`config.mk`:
```
export PLATFORM = sky130hd
export DESIGN_NAME = mult_rr_sched
export DESIGN_NICKNAME = d
export VERILOG_FILES = /design/src/rtl/mult_sched_pkg.sv /design/src/rtl/rr_arb2.sv /design/src/rtl/mult_rr_sched.sv
export SDC_FILE = /design/constraint.sdc
export NUM_CORES = 1
export LEC_CHECK = 0
export ABC_CLOCK_PERIOD_IN_PS = 1800
export BUFFER_PORTS_ARGS = -buffer_cell sky130_fd_sc_hd__buf_2
export CORE_UTILIZATION = 48
export CTS_BUF_LIST = sky130_fd_sc_hd__clkbuf_8
export DETAILED_ROUTE_END_ITERATION = 8
export PLACE_DENSITY = 0.85
export SLEW_MARGIN = 20
export SYNTH_ARGS = -nofsm -noshare
export SYNTH_HDL_FRONTEND = slang
export SYNTH_SLANG_ARGS = --single-unit
```
`constraint.sdc`:
```
create_clock -name clk -period 1.8 [get_ports clk]
set_clock_uncertainty 0.2 [all_clocks]
set_input_delay 0.18 -clock clk [delete_from_list [all_inputs] [get_ports clk]]
set_output_delay 0.18 -clock clk [all_outputs]
set_load 0.01 [all_outputs]
```
`src/rtl/mult_sched_pkg.sv`:
```
// Shared types for the round-robin multiplier scheduler.
package mult_sched_pkg;

  localparam int unsigned N_REQ = 2;

  typedef enum logic [1:0] {IDLE, START, WAIT, DONE} sched_state_t;

  // Requester index: 0 or 1.
  typedef logic req_id_t;

  // One-hot request vector for a requester index.
  function automatic logic [N_REQ-1:0] id_onehot(input req_id_t id);
    return id ? 2'b10 : 2'b01;
  endfunction

endpackage

```
`src/rtl/rr_arb2.sv`:
```
// Combinational 2-way round-robin picker: on a tie the requester that was not served last wins.
module rr_arb2
  import mult_sched_pkg::*;
(
  input  logic [N_REQ-1:0] req_i,
  input  req_id_t          last_i,
  output logic             valid_o,
  output req_id_t          winner_o
);

  // Pick the sole requester, or alternate against the last winner on a tie.
  always_comb begin
    valid_o  = |req_i;
    winner_o = last_i;
    case (req_i)
      2'b01:   winner_o = 1'b0;
      2'b10:   winner_o = 1'b1;
      2'b11:   winner_o = ~last_i;
      default: winner_o = last_i;
    endcase
  end

endmodule

```
`src/rtl/mult_rr_sched.sv`:
```
// Round-robin scheduler sharing one start/ready shift-add multiplier between two requesters.
// Optional feature: define MULT_SCHED_TIMEOUT_EN to abort a WAIT that lasts TIMEOUT cycles
// (done with err, product forced to zero).
module mult_rr_sched
  import mult_sched_pkg::*;
#(
  parameter int unsigned W       = 4,
  parameter int unsigned TIMEOUT = 2 * W + 4
) (
  input  logic             clk,
  input  logic             rst_n,
  input  logic [1:0]       req,
  input  logic [W-1:0]     a0,
  input  logic [W-1:0]     b0,
  input  logic [W-1:0]     a1,
  input  logic [W-1:0]     b1,
  output logic [1:0]       gnt,
  output logic [1:0]       done,
  output logic [2*W-1:0]   prod,
  output logic             busy,
  output logic             err,
  output logic             mul_start,
  output logic [W-1:0]     mul_a,
  output logic [W-1:0]     mul_b,
  input  logic             mul_ready,
  input  logic [2*W-1:0]   mul_p
);

  sched_state_t   state_q;
  req_id_t        last_q;
  logic           first_q;
  logic [1:0]     gnt_q;
  logic [1:0]     done_q;
  logic           start_q;
  logic [W-1:0]   mul_a_q;
  logic [W-1:0]   mul_b_q;
  logic [2*W-1:0] prod_q;

  logic    arb_valid;
  req_id_t arb_winner;

  rr_arb2 u_arb (
    .req_i    (req),
    .last_i   (last_q),
    .valid_o  (arb_valid),
    .winner_o (arb_winner)
  );

`ifdef MULT_SCHED_TIMEOUT_EN
  localparam int unsigned CntW = $clog2(TIMEOUT + 1);
  localparam logic [CntW-1:0] CntLast = CntW'(TIMEOUT - 1);

  logic [CntW-1:0] cnt_q;
  logic            err_q;

  // WAIT-cycle counter: cleared in START, counts every WAIT cycle.
  always_ff @(posedge clk) begin
    if (!rst_n) begin
      cnt_q <= '0;
    end else if (state_q == START) begin
      cnt_q <= '0;
    end else if (state_q == WAIT) begin
      cnt_q <= cnt_q + 1'b1;
    end
  end

  // Abort flag: pulses alongside done when WAIT expires without ready.
  always_ff @(posedge clk) begin
    if (!rst_n) begin
      err_q <= 1'b0;
    end else if (state_q == WAIT && !(mul_ready && !first_q) && cnt_q == CntLast) begin
      err_q <= 1'b1;
    end else begin
      err_q <= 1'b0;
    end
  end

  assign err = err_q;
`else
  logic unused_timeout;
  assign unused_timeout = ^TIMEOUT;
  assign err = 1'b0;
`endif

  // Scheduler FSM with registered grant/start/done/operand/product outputs.
  always_ff @(posedge clk) begin
    if (!rst_n) begin
      state_q <= IDLE;
      last_q  <= 1'b1;
      first_q <= 1'b0;
      gnt_q   <= '0;
      done_q  <= '0;
      start_q <= 1'b0;
      mul_a_q <= '0;
      mul_b_q <= '0;
      prod_q  <= '0;
    end else begin
      unique case (state_q)
        IDLE: begin
          done_q <= '0;
          if (arb_valid) begin
            // Operands are captured here so they are on mul_a/mul_b with the start pulse.
            state_q <= START;
            gnt_q   <= id_onehot(arb_winner);
            start_q <= 1'b1;
            last_q  <= arb_winner;
            mul_a_q <= arb_winner ? a1 : a0;
            mul_b_q <= arb_winner ? b1 : b0;
          end
        end
        START: begin
          state_q <= WAIT;
          gnt_q   <= '0;
          start_q <= 1'b0;
          first_q <= 1'b1;
        end
        WAIT: begin
          first_q <= 1'b0;
          // Ready in the first WAIT cycle may be left over from the previous operation.
          if (mul_ready && !first_q) begin
            state_q <= DONE;
            done_q  <= id_onehot(last_q);
            prod_q  <= mul_p;
          end
`ifdef MULT_SCHED_TIMEOUT_EN
          else if (cnt_q == CntLast) begin
            state_q <= DONE;
            done_q  <= id_onehot(last_q);
            prod_q  <= '0;
          end
`endif
        end
        DONE: begin
          state_q <= IDLE;
          done_q  <= '0;
        end
        default: state_q <= IDLE;
      endcase
    end
  end

  assign gnt       = gnt_q;
  assign done      = done_q;
  assign prod      = prod_q;
  assign busy      = (state_q != IDLE);
  assign mul_start = start_q;
  assign mul_a     = mul_a_q;
  assign mul_b     = mul_b_q;

endmodule
```
==> reports/results.ini, run 1 <==
[run_status]
status = finished, final reports clean

[cts]
clkSlewWorstSetupHoldPaths_ns = 0.09
clock-sinks = 25
cts_max_path_buffers = 2
cts_buffers = 3
htree_levels = 1
worstSkewPairLatency_ns = 0.27
cts_tree = yes
cts-root-buf = clkbuf_8

[pwr]
p_int_mw = 1.31
power_mw = 2.12
power.density_mw_per_mm2 = 1220
power_frac_seq_pct = 37.7
leakagePower_nw = 0.875
irDropWorstVdd_mv = 0.741
p_clk_share_pct = 16.1
swShare_pct = 38.1
p_switching_uw = 808
p_comb_share_pct = 46.2

[grt]
grt_pass1_vias = 1181
antenna_found_initial = 0
grt_max_degree = 29
grt_pass1_wl_um = 5330
track_usage_pct = 26.7
grt_overflow_total = 0

[flow_run]
cap_violations = 0

[drt]
detail-route-antenna-nets = 0
drc_errors = 0
drtIter0Drc = 47
wirelength_um = 3270
avgViaCountPerCell = 5.24
drt_pass1_iterations = 5
wl_per_cell_um = 14.4
route.vias.total = 1194

[sta]
drv_slew = 0
min_period_over_period_pct = 92.4
max_freq_mhz = 601
grt_setup_unrepaired = no
setup_viol = 0
hold_viol = 0
period_needed_ns = 1.66
finalSetupTns_ns = 0

[yosys]
syn_nets = 165
yosysSeqAreaShare_pct = 41.5
synth_cell_types = 29
synthCells = 130
yosys_warnings = 0
syn_area_mm2 = 0.00120
ys_ff_latch = 25
syn_avg_cell_area_um2 = 9.27

[die]
core_area_mm2 = 0.00230
row_count = 17
die_height_um = 52.1
top_level_ports = 52
initial_utilization_pct = 52.5
die_area_mm2 = 0.00271
die_w_um = 52.1

[finish]
final_cell_mix = buf_2, dfxtp_1, dlygate4sd3_1
layout_commonest_cell = buf_2
syn_to_final_growth_pct = 44.1
final_util_pct = 75.6
fin_cells = 228
diodes = 0
num-nets-final = 236
drive_above_1_share_pct = 30.5

[min_path]
hp-class = in2reg
holdPathStages = 3

[setup_path]
crit_path_start_kind = flop
cp_max_fo = 5
cp_slowest_cell = mux2_2
path_cells = inv_1, ha_2, nor2_1, a21oi_2, mux2_2
cp.arrival_ns = 1.63
end_kind = flop
critPathMaxStageDelay_ns = 0.36
reg2regPathDepth = 5
criticalPathCategory = reg2reg
critPathRequiredTime_ns = 1.77

[placed_design]
hpwlAfterDp_um = 1910
dpl.cell_count = 201
finalWeightedCongestion = 0.795
io_buffers = 50

## area by class of cell
class	instances	area, um2
Multi-Input combinational cell	93	639
Inverter	4	15.0
Sequential cell	25	500
Timing Repair Buffer	74	500
Tap cell	28	35.0
Fill cell	153	561
Clock buffer	3	41.3
Clock inverter	1	5.00
## repair_timing
action / 4_1_cts / 5_1_grt
setup endpoints to repair: 0 / 2
buffers inserted: 0 / 0
resized for setup: 0 / 2
hold endpoints to repair: 16 / 0
hold buffers: 23 / 0
## cell families (layout without fill, tap and decap cells)
logic type / Yosys count / count (layout) / synth area share, %
multiplexers: 13 / 13 / 10.9
flip-flops: 25 / 25 / 41.5
AO/OA/AOI/OAI: 35 / 35 / 18.1
buffers and inverters: 12 / 82 / 5.81
adder cells (fa/ha/maj): 6 / 6 / 6.23
other: 1 / 1 / 0.311
AND/OR/NAND/NOR: 38 / 38 / 17.1
## power groups by stage
stage	clock network, mW	logic [mW]	registers (mW)
global route	0.364	1.09	0.817
CTS	0.337	0.960	0.795
finish	0.341	0.979	0.800
floorplan	0	0.619	0.848
global placement	0	0.874	0.794
detailed placement	0	0.919	0.804
## sequential cells by signal, summed over array words and instances, names as in the netlist
| name | cells |
|---|---|
| done | 2 |
| first_q | 1 |
| gnt | 2 |
| last_q | 1 |
| mul_a | 4 |
| mul_b | 4 |
| mul_start | 1 |
| prod | 8 |
| state_q | 2 |
## final timing paths
| kind | start | end | slack (ns) |
|---|---|---|---|
| hold reg to reg | gnt[0] | gnt[0] | 0.26 |
| setup / recovery | state_q[0] | mul_start | 0.14 |
| setup reg to reg | state_q[0] | mul_start | 0.14 |
| hold / removal | b1[2] | mul_b[2] | 0.009 |
## layer usage
layer / vias to the layer above / routed length (um) / GRT usage, % / part of all wire [%]
met3: 6 / 181 / 7.60 / 5.5
met2: 51 / 1670 / 46.2 / 51
met4: 0 / 40 / 7.21 / 1.2
met1: 544 / 1380 / 31.8 / 42
li1: 593 / - / - / -
met5: - / 0 / 0 / 0
## worst max-delay path, delay by kind of cell (launching register included)
kind	cells	cell delay [ns]
muxes	1	0.36
DFF	1	0.35
adders and majority gates	1	0.26
AOI/OAI and AO/OA	1	0.19
buffers and inverters	1	0.14
and+or+nand+nor	1	0.07
## synth_stat cells (all sizes together)
cell | count | area share [%]
o211a | 2 | 1.7
buf | 6 | 3.9
a31oi | 8 | 4.2
o21a | 2 | 1.9
nand4 | 1 | 0.52
nand3b | 1 | 0.93
nor2 | 4 | 1.2
conb | 1 | 0.31
nand3 | 9 | 3.7
and3 | 1 | 0.52
ha | 6 | 6.2
a22oi | 1 | 0.62
inv | 4 | 1.2
and2 | 1 | 0.52
dfxtp | 25 | 42
a2bb2oi | 1 | 0.73
mux2 | 1 | 0.93
nor2b | 9 | 4.7
a21oi | 1 | 0.73
clkbuf | 2 | 0.62
and2b | 2 | 1.2
nand2 | 7 | 2.2
mux2i | 12 | 10
o21ai | 20 | 8.3
nand2b | 3 | 1.6
## metrics by stage
step	setup WS (ns)	instance area, um2	hold slack (ns)
after floorplan	0.215	1200	0.145
after global placement	0.182	1460	0.234
after detailed placement	0.0969	1460	0.246
after CTS	0.0880	1730	0.00433
after global routing	0.0239	1740	0.0192
final	0.136	1740	0.00860
No activity file was read; power rests on OpenSTA's default activity.
==> run 2: changes to the inputs <==
--- a/config.mk
+++ b/config.mk
@@ -11,6 +11,7 @@
 export CTS_BUF_LIST = sky130_fd_sc_hd__clkbuf_8
 export DETAILED_ROUTE_END_ITERATION = 8
 export PLACE_DENSITY = 0.85
+export REMOVE_ABC_BUFFERS = 1
 export SLEW_MARGIN = 20
 export SYNTH_ARGS = -nofsm -noshare
 export SYNTH_HDL_FRONTEND = slang
==> reports/results.ini, run 2 (synthesis results as in run 1) <==
[run_status]
status = finished, final reports clean

[cts]
htree_levels = 1  ; unchanged
worstSkewPairLatency_ns = 0.27  ; about the same
cts-root-buf = clkbuf_8
clkSlewWorstSetupHoldPaths_ns = 0.09  ; about the same
cts_tree = yes
cts_max_path_buffers = 2  ; unchanged
cts_buffers = 3  ; unchanged
clock-sinks = 25  ; unchanged

[sta]
finalSetupTns_ns = 0  ; unchanged
grt_setup_unrepaired = yes
period_needed_ns = 1.67  ; +0.00794 ns
max_freq_mhz = 598  ; -0.48%
drv_slew = 0  ; unchanged
hold_viol = 0  ; unchanged
setup_viol = 0  ; unchanged
finalWorstSetupSlack_ns = 0.128  ; -0.00794 ns
min_period_over_period_pct = 92.9  ; +0.44 points

[finish]
drive_above_1_share_pct = 30.3  ; -0.15 points
diodes = 0  ; unchanged
largest_reg_flops = 8  ; unchanged
layout_commonest_cell = buf_2
syn_to_final_growth_pct = 45.2
num-nets-final = 237  ; +0.42%
final_cell_mix = buf_2, dfxtp_1, dlygate4sd3_1

[grt]
grt_max_degree = 29  ; unchanged
grt_overflow_total = 0  ; unchanged
grt_pass1_vias = 1162  ; -1.6%
track_usage_pct = 24.2  ; -2.5 points
grt_pass1_wl_um = 4760  ; -11%
antenna_found_initial = 0  ; unchanged

[setup_path]
reg2regPathDepth = 5  ; unchanged
cp_max_fo = 5  ; unchanged
cp_slowest_cell = dfxtp_1
rr_startpoint = state_q[1]
cp.arrival_ns = 1.64  ; about the same
r2r_setup_slack_ns = 0.13  ; about the same
critPathMaxStageDelay_ns = 0.36  ; about the same
path_cells = inv_1, ha_2, nor2_1, a21oi_2, mux2_2
reg2reg_to = mul_start
criticalPathCategory = reg2reg
end_kind = flop
endpoint = mul_start
critPathRequiredTime_ns = 1.77  ; about the same
crit_path_start_kind = flop
crit_start = state_q[1]

[placed_design]
pre_cts_ws_ns = 0.0994  ; +0.00242 ns
io_buffers = 50  ; unchanged
hpwlAfterDp_um = 1890  ; -1.3%
finalWeightedCongestion = 0.716  ; -9.9%

[drt]
drc_errors = 0  ; unchanged
wirelength_um = 3030  ; -7.5%
avgViaCountPerCell = 5.31  ; +1.5%
route.vias.total = 1217  ; +1.9%
detail-route-antenna-nets = 0  ; unchanged
drtIter0Drc = 21  ; -55%
wl_per_cell_um = 13.2  ; -7.9%
drt_pass1_iterations = 4  ; -1

[die]
die_w_um = 52.1  ; unchanged
row_count = 17  ; unchanged
die_height_um = 52.1  ; unchanged
initial_utilization_pct = 52.5  ; unchanged
core_area_mm2 = 0.00230  ; unchanged
top_level_ports = 52  ; unchanged
die_area_mm2 = 0.00271  ; unchanged

[min_path]
hp-start = mul_ready
hp-class = in2reg

[pwr]
power.density_mw_per_mm2 = 1210  ; -0.53%
irDropWorstVdd_mv = 0.913  ; +23%
power_mw = 2.12  ; +0.19%
leakagePower_nw = 0.876  ; about the same

[flow_run]
cap_violations = 0  ; unchanged

==> run 2: cell types whose count changed in the layout (fill, tap and decap cells not counted), sizes merged <==
cell / before / now
dlygate4sd3: 23 / 24
clkinv: 1 / 0
clkinvlp: 0 / 1
==> run 2: worst min path at each step <==
| stage | end | cells after the start | slack [ns] |
|---|---|---|---|
| detailed placement | prod[4] | 3 | 0.24 |
| global route | done[0] | 4 | 0.1 |
| global placement | prod[6] | 3 | 0.24 |
| floorplan | last_q | 1 | 0.06 |
| finish | done[0] | 4 | 0.06 |
| CTS | mul_b[1] | 3 | 0.005 |
==> run 2: stage by stage <==
stage	instances	hold WS (ns)	instance area, um2	utilization, %
finish	229	0.0587	1750	76.1
global placement	201	0.238	1460	63.3
detailed placement	201	0.242	1460	63.3
CTS	228	0.00451	1730	75.5
floorplan	122	0.0600	1150	-
global route	229	0.0992	1750	76.1
==> run 2: repair_timing <==
item / CTS / global route
gates resized for setup: 0 / 2
setup endpoints to repair: 0 / 8
hold endpoints to repair: 16 / 1
hold buffers: 23 / 1
buffers inserted: 0 / 0
==> run 2: per-layer routing <==
layer	part of all wire, %	up-vias	track usage, %
met5	0	-	0
li1	-	598	-
met3	6.9	4	4.09
met1	42	557	25.9
met2	50	58	44.4
met4	1.8	0	12.6
==> run 2: layout make-up <==
type,count,area (um2)
Tap cell,28,35.0
Sequential cell,25,500
Clock inverter,1,7.51
Fill cell,153,548
Multi-Input combinational cell,93,639
Timing Repair Buffer,75,510
Inverter,4,15.0
Clock buffer,3,41.3
==> run 2: power by group <==
| part | switching [mW] | internal, mW | leakage, nW |
|---|---|---|---|
| Sequential | 0.0920 | 0.706 | 0.205 |
| Combinational | 0.525 | 0.450 | 0.649 |
| Clock | 0.193 | 0.157 | 0.0217 |
| Total | 0.811 | 1.31 | 0.876 |
==> run 2: critical path, delay by kind of cell, from the launching register on <==
family	cells	cell delay (ns)
flops	1	0.36
mux	1	0.36
fa+ha+maj	1	0.26
compound gates	1	0.19
buf+inv	1	0.14
simple gates	1	0.07
==> run 3: changes to the inputs <==
--- a/config.mk
+++ b/config.mk
@@ -5,13 +5,13 @@
 export SDC_FILE = /design/constraint.sdc
 export NUM_CORES = 1
 export LEC_CHECK = 0
-export ABC_CLOCK_PERIOD_IN_PS = 1800
+export ABC_CLOCK_PERIOD_IN_PS = 1600
 export BUFFER_PORTS_ARGS = -buffer_cell sky130_fd_sc_hd__buf_2
 export CORE_UTILIZATION = 48
 export CTS_BUF_LIST = sky130_fd_sc_hd__clkbuf_8
+export CTS_CLUSTER_SIZE = 14
 export DETAILED_ROUTE_END_ITERATION = 8
 export PLACE_DENSITY = 0.85
-export REMOVE_ABC_BUFFERS = 1
 export SLEW_MARGIN = 20
 export SYNTH_ARGS = -nofsm -noshare
 export SYNTH_HDL_FRONTEND = slang
==> constraint.sdc (replaced) <==
create_clock -name clk -period 1.6 [get_ports clk]
set_clock_uncertainty 0.2 [all_clocks]
set_input_delay 0.16 -clock clk [delete_from_list [all_inputs] [get_ports clk]]
set_output_delay 0.16 -clock clk [all_outputs]
set_load 0.01 [all_outputs]
==> reports/results.ini, run 3 (synthesis results as in run 1) <==
[run_status]
status = finished, final reports clean

[sta]
period_needed_ns = 1.56  ; -0.116 ns
hold_viol = 0  ; unchanged
setup_viol = 0  ; unchanged
drv_slew = 0  ; unchanged
grt_setup_unrepaired = no
fin_hold_ws_ns = 0.0486  ; -0.0101 ns
max_freq_mhz = 643  ; +7.4%
finalSetupTns_ns = 0  ; unchanged
min_period_over_period_pct = 97.2  ; +4.4 points

[setup_path]
cp.arrival_ns = 1.55  ; -0.09 ns
critPathRequiredTime_ns = 1.59  ; -0.18 ns
reg2regPathDepth = 6  ; +1
r2r_setup_slack_ns = 0.04  ; -0.08 ns
cp_max_fo = 4  ; -1
criticalPathCategory = reg2reg
end_kind = flop
rr_startpoint = state_q[1]
crit_path_start_kind = flop
reg2reg_to = gnt[0]

[placed_design]
hpwlAfterDp_um = 2120  ; +12%
placed_cell_area_mm2 = 0.00149  ; +2.6%
io_buffers = 50  ; unchanged
dpl.cell_count = 206  ; +2.5%
finalWeightedCongestion = 0.803  ; +12%

[finish]
layout_commonest_cell = buf_2
final_cell_mix = buf_2, dfxtp_1, dlygate4sd3_1
drive_above_1_share_pct = 34.0  ; +3.6 points
final_util_pct = 78.9  ; +2.7 points
largest_reg_flops = 8  ; unchanged
diodes = 0  ; unchanged
fin_cells = 234  ; +2.2%
num-nets-final = 242  ; +2.1%
syn_to_final_growth_pct = 50.4
fin_area_mm2 = 0.00181  ; +3.6%

[cts]
cts-root-buf = clkbuf_8
cts_buffers = 3  ; unchanged
postCtsSetupBuffers = 0  ; unchanged
clkSlewWorstSetupHoldPaths_ns = 0.09  ; about the same
cts_max_path_buffers = 2  ; unchanged
htree_levels = 1  ; unchanged
worstSkewPairLatency_ns = 0.27  ; about the same
cts_tree = yes
clock-sinks = 25  ; unchanged

[die]
die_w_um = 52.1  ; unchanged
row_count = 17  ; unchanged
initial_utilization_pct = 52.5  ; unchanged
core_area_mm2 = 0.00230  ; unchanged
top_level_ports = 52  ; unchanged
die_area_mm2 = 0.00271  ; unchanged
die_height_um = 52.1  ; unchanged

[min_path]
holdPathStages = 3  ; -1
hp-start = rst_n
hold_end = mul_a[3]
hp-class = in2reg

[drt]
drt_pass1_iterations = 4  ; unchanged
detail-route-antenna-nets = 0  ; unchanged
routed.top_layer = met4
route.vias.total = 1260  ; +3.5%
wl_per_cell_um = 15.9  ; +20%
avgViaCountPerCell = 5.38  ; +1.3%
dr_wl_met2_um = 1920  ; +28%
wirelength_um = 3720  ; +23%
met1Wirelength_um = 1530  ; +21%
drc_errors = 0  ; unchanged
wl_met3_um = 163  ; -22%
drtIter0Drc = 19  ; -9.5%

[pwr]
leakagePower_nw = 0.921  ; +5.2%
power.density_mw_per_mm2 = 1440  ; +19%
irDropWorstVdd_mv = 0.980  ; +7.3%

[grt]
grt_max_degree = 19  ; -34%
track_usage_pct = 30.0  ; +5.8 points
grt_pass1_wl_um = 5760  ; +21%
antenna_found_initial = 0  ; unchanged
grt_overflow_total = 0  ; unchanged
grt_pass1_vias = 1243  ; +7.0%

[flow_run]
cap_violations = 0  ; unchanged

-- run 3: worst max-delay path by stage --
| stage | end | cells after the start | slack [ns] | from |
|---|---|---|---|---|
| finish | gnt[0] | 6 | 0.04 | state_q[1] |
| global route | done[0] | 6 | 0.007 | state_q[0] |
| CTS | prod[3] | 6 | 0.03 | state_q[0] |
| detailed placement | mul_start | 5 | 0.002 | state_q[0] |
| global placement | mul_start | 5 | 0.09 | state_q[0] |
| floorplan | mul_start | 5 | 0.02 | state_q[0] |
-- run 3: layout make-up --
| cell class | count | area, um2 |
|---|---|---|
| timing repair buffer | 80 | 548 |
| inverter | 4 | 15.0 |
| tap | 28 | 35.0 |
| clock inverter | 1 | 3.75 |
| clock buffer | 3 | 41.3 |
| sequential | 25 | 504 |
| multi-input combinational | 93 | 664 |
| fill | 149 | 485 |
-- run 3: routing by layer --
layer,vias up,track usage (%)
met3,11,5.85
met5,-,0
li1,607,-
met2,49,51.7
met1,593,34.5
met4,0,15.8
-- run 3: timing repair --
| item | 4_1_cts | 5_1_grt |
|---|---|---|
| endpoints found under the hold margin | 16 | 0 |
| setup endpoints to repair | 3 | 14 |
| gates resized for setup | 2 | 8 |
| hold buffers | 24 | 0 |
-- run 3: per-stage QoR --
step	worst slack (ns)	total power, mW
2_1_floorplan	0.0153	1.65
5_1_grt	0.00680	2.77
4_1_cts	0.0332	2.47
3_5_place_dp	0.00233	2.03
6_report	0.0441	2.61
3_3_place_gp	0.0880	1.96
-- run 3: report_power, final --
part           total, mW  internal, mW  switching (mW)
sequential         0.920         0.802           0.118
combinational       1.32         0.634           0.684
clock              0.375         0.172           0.203
-- run 3: critical path, cell delays in order (launching register included) --
cell     delay (ns)
dfxtp_4        0.38
inv_2          0.06
buf_4          0.14
ha_1           0.20
nor2b_2        0.17
nand3_1        0.12
mux2i_2        0.20
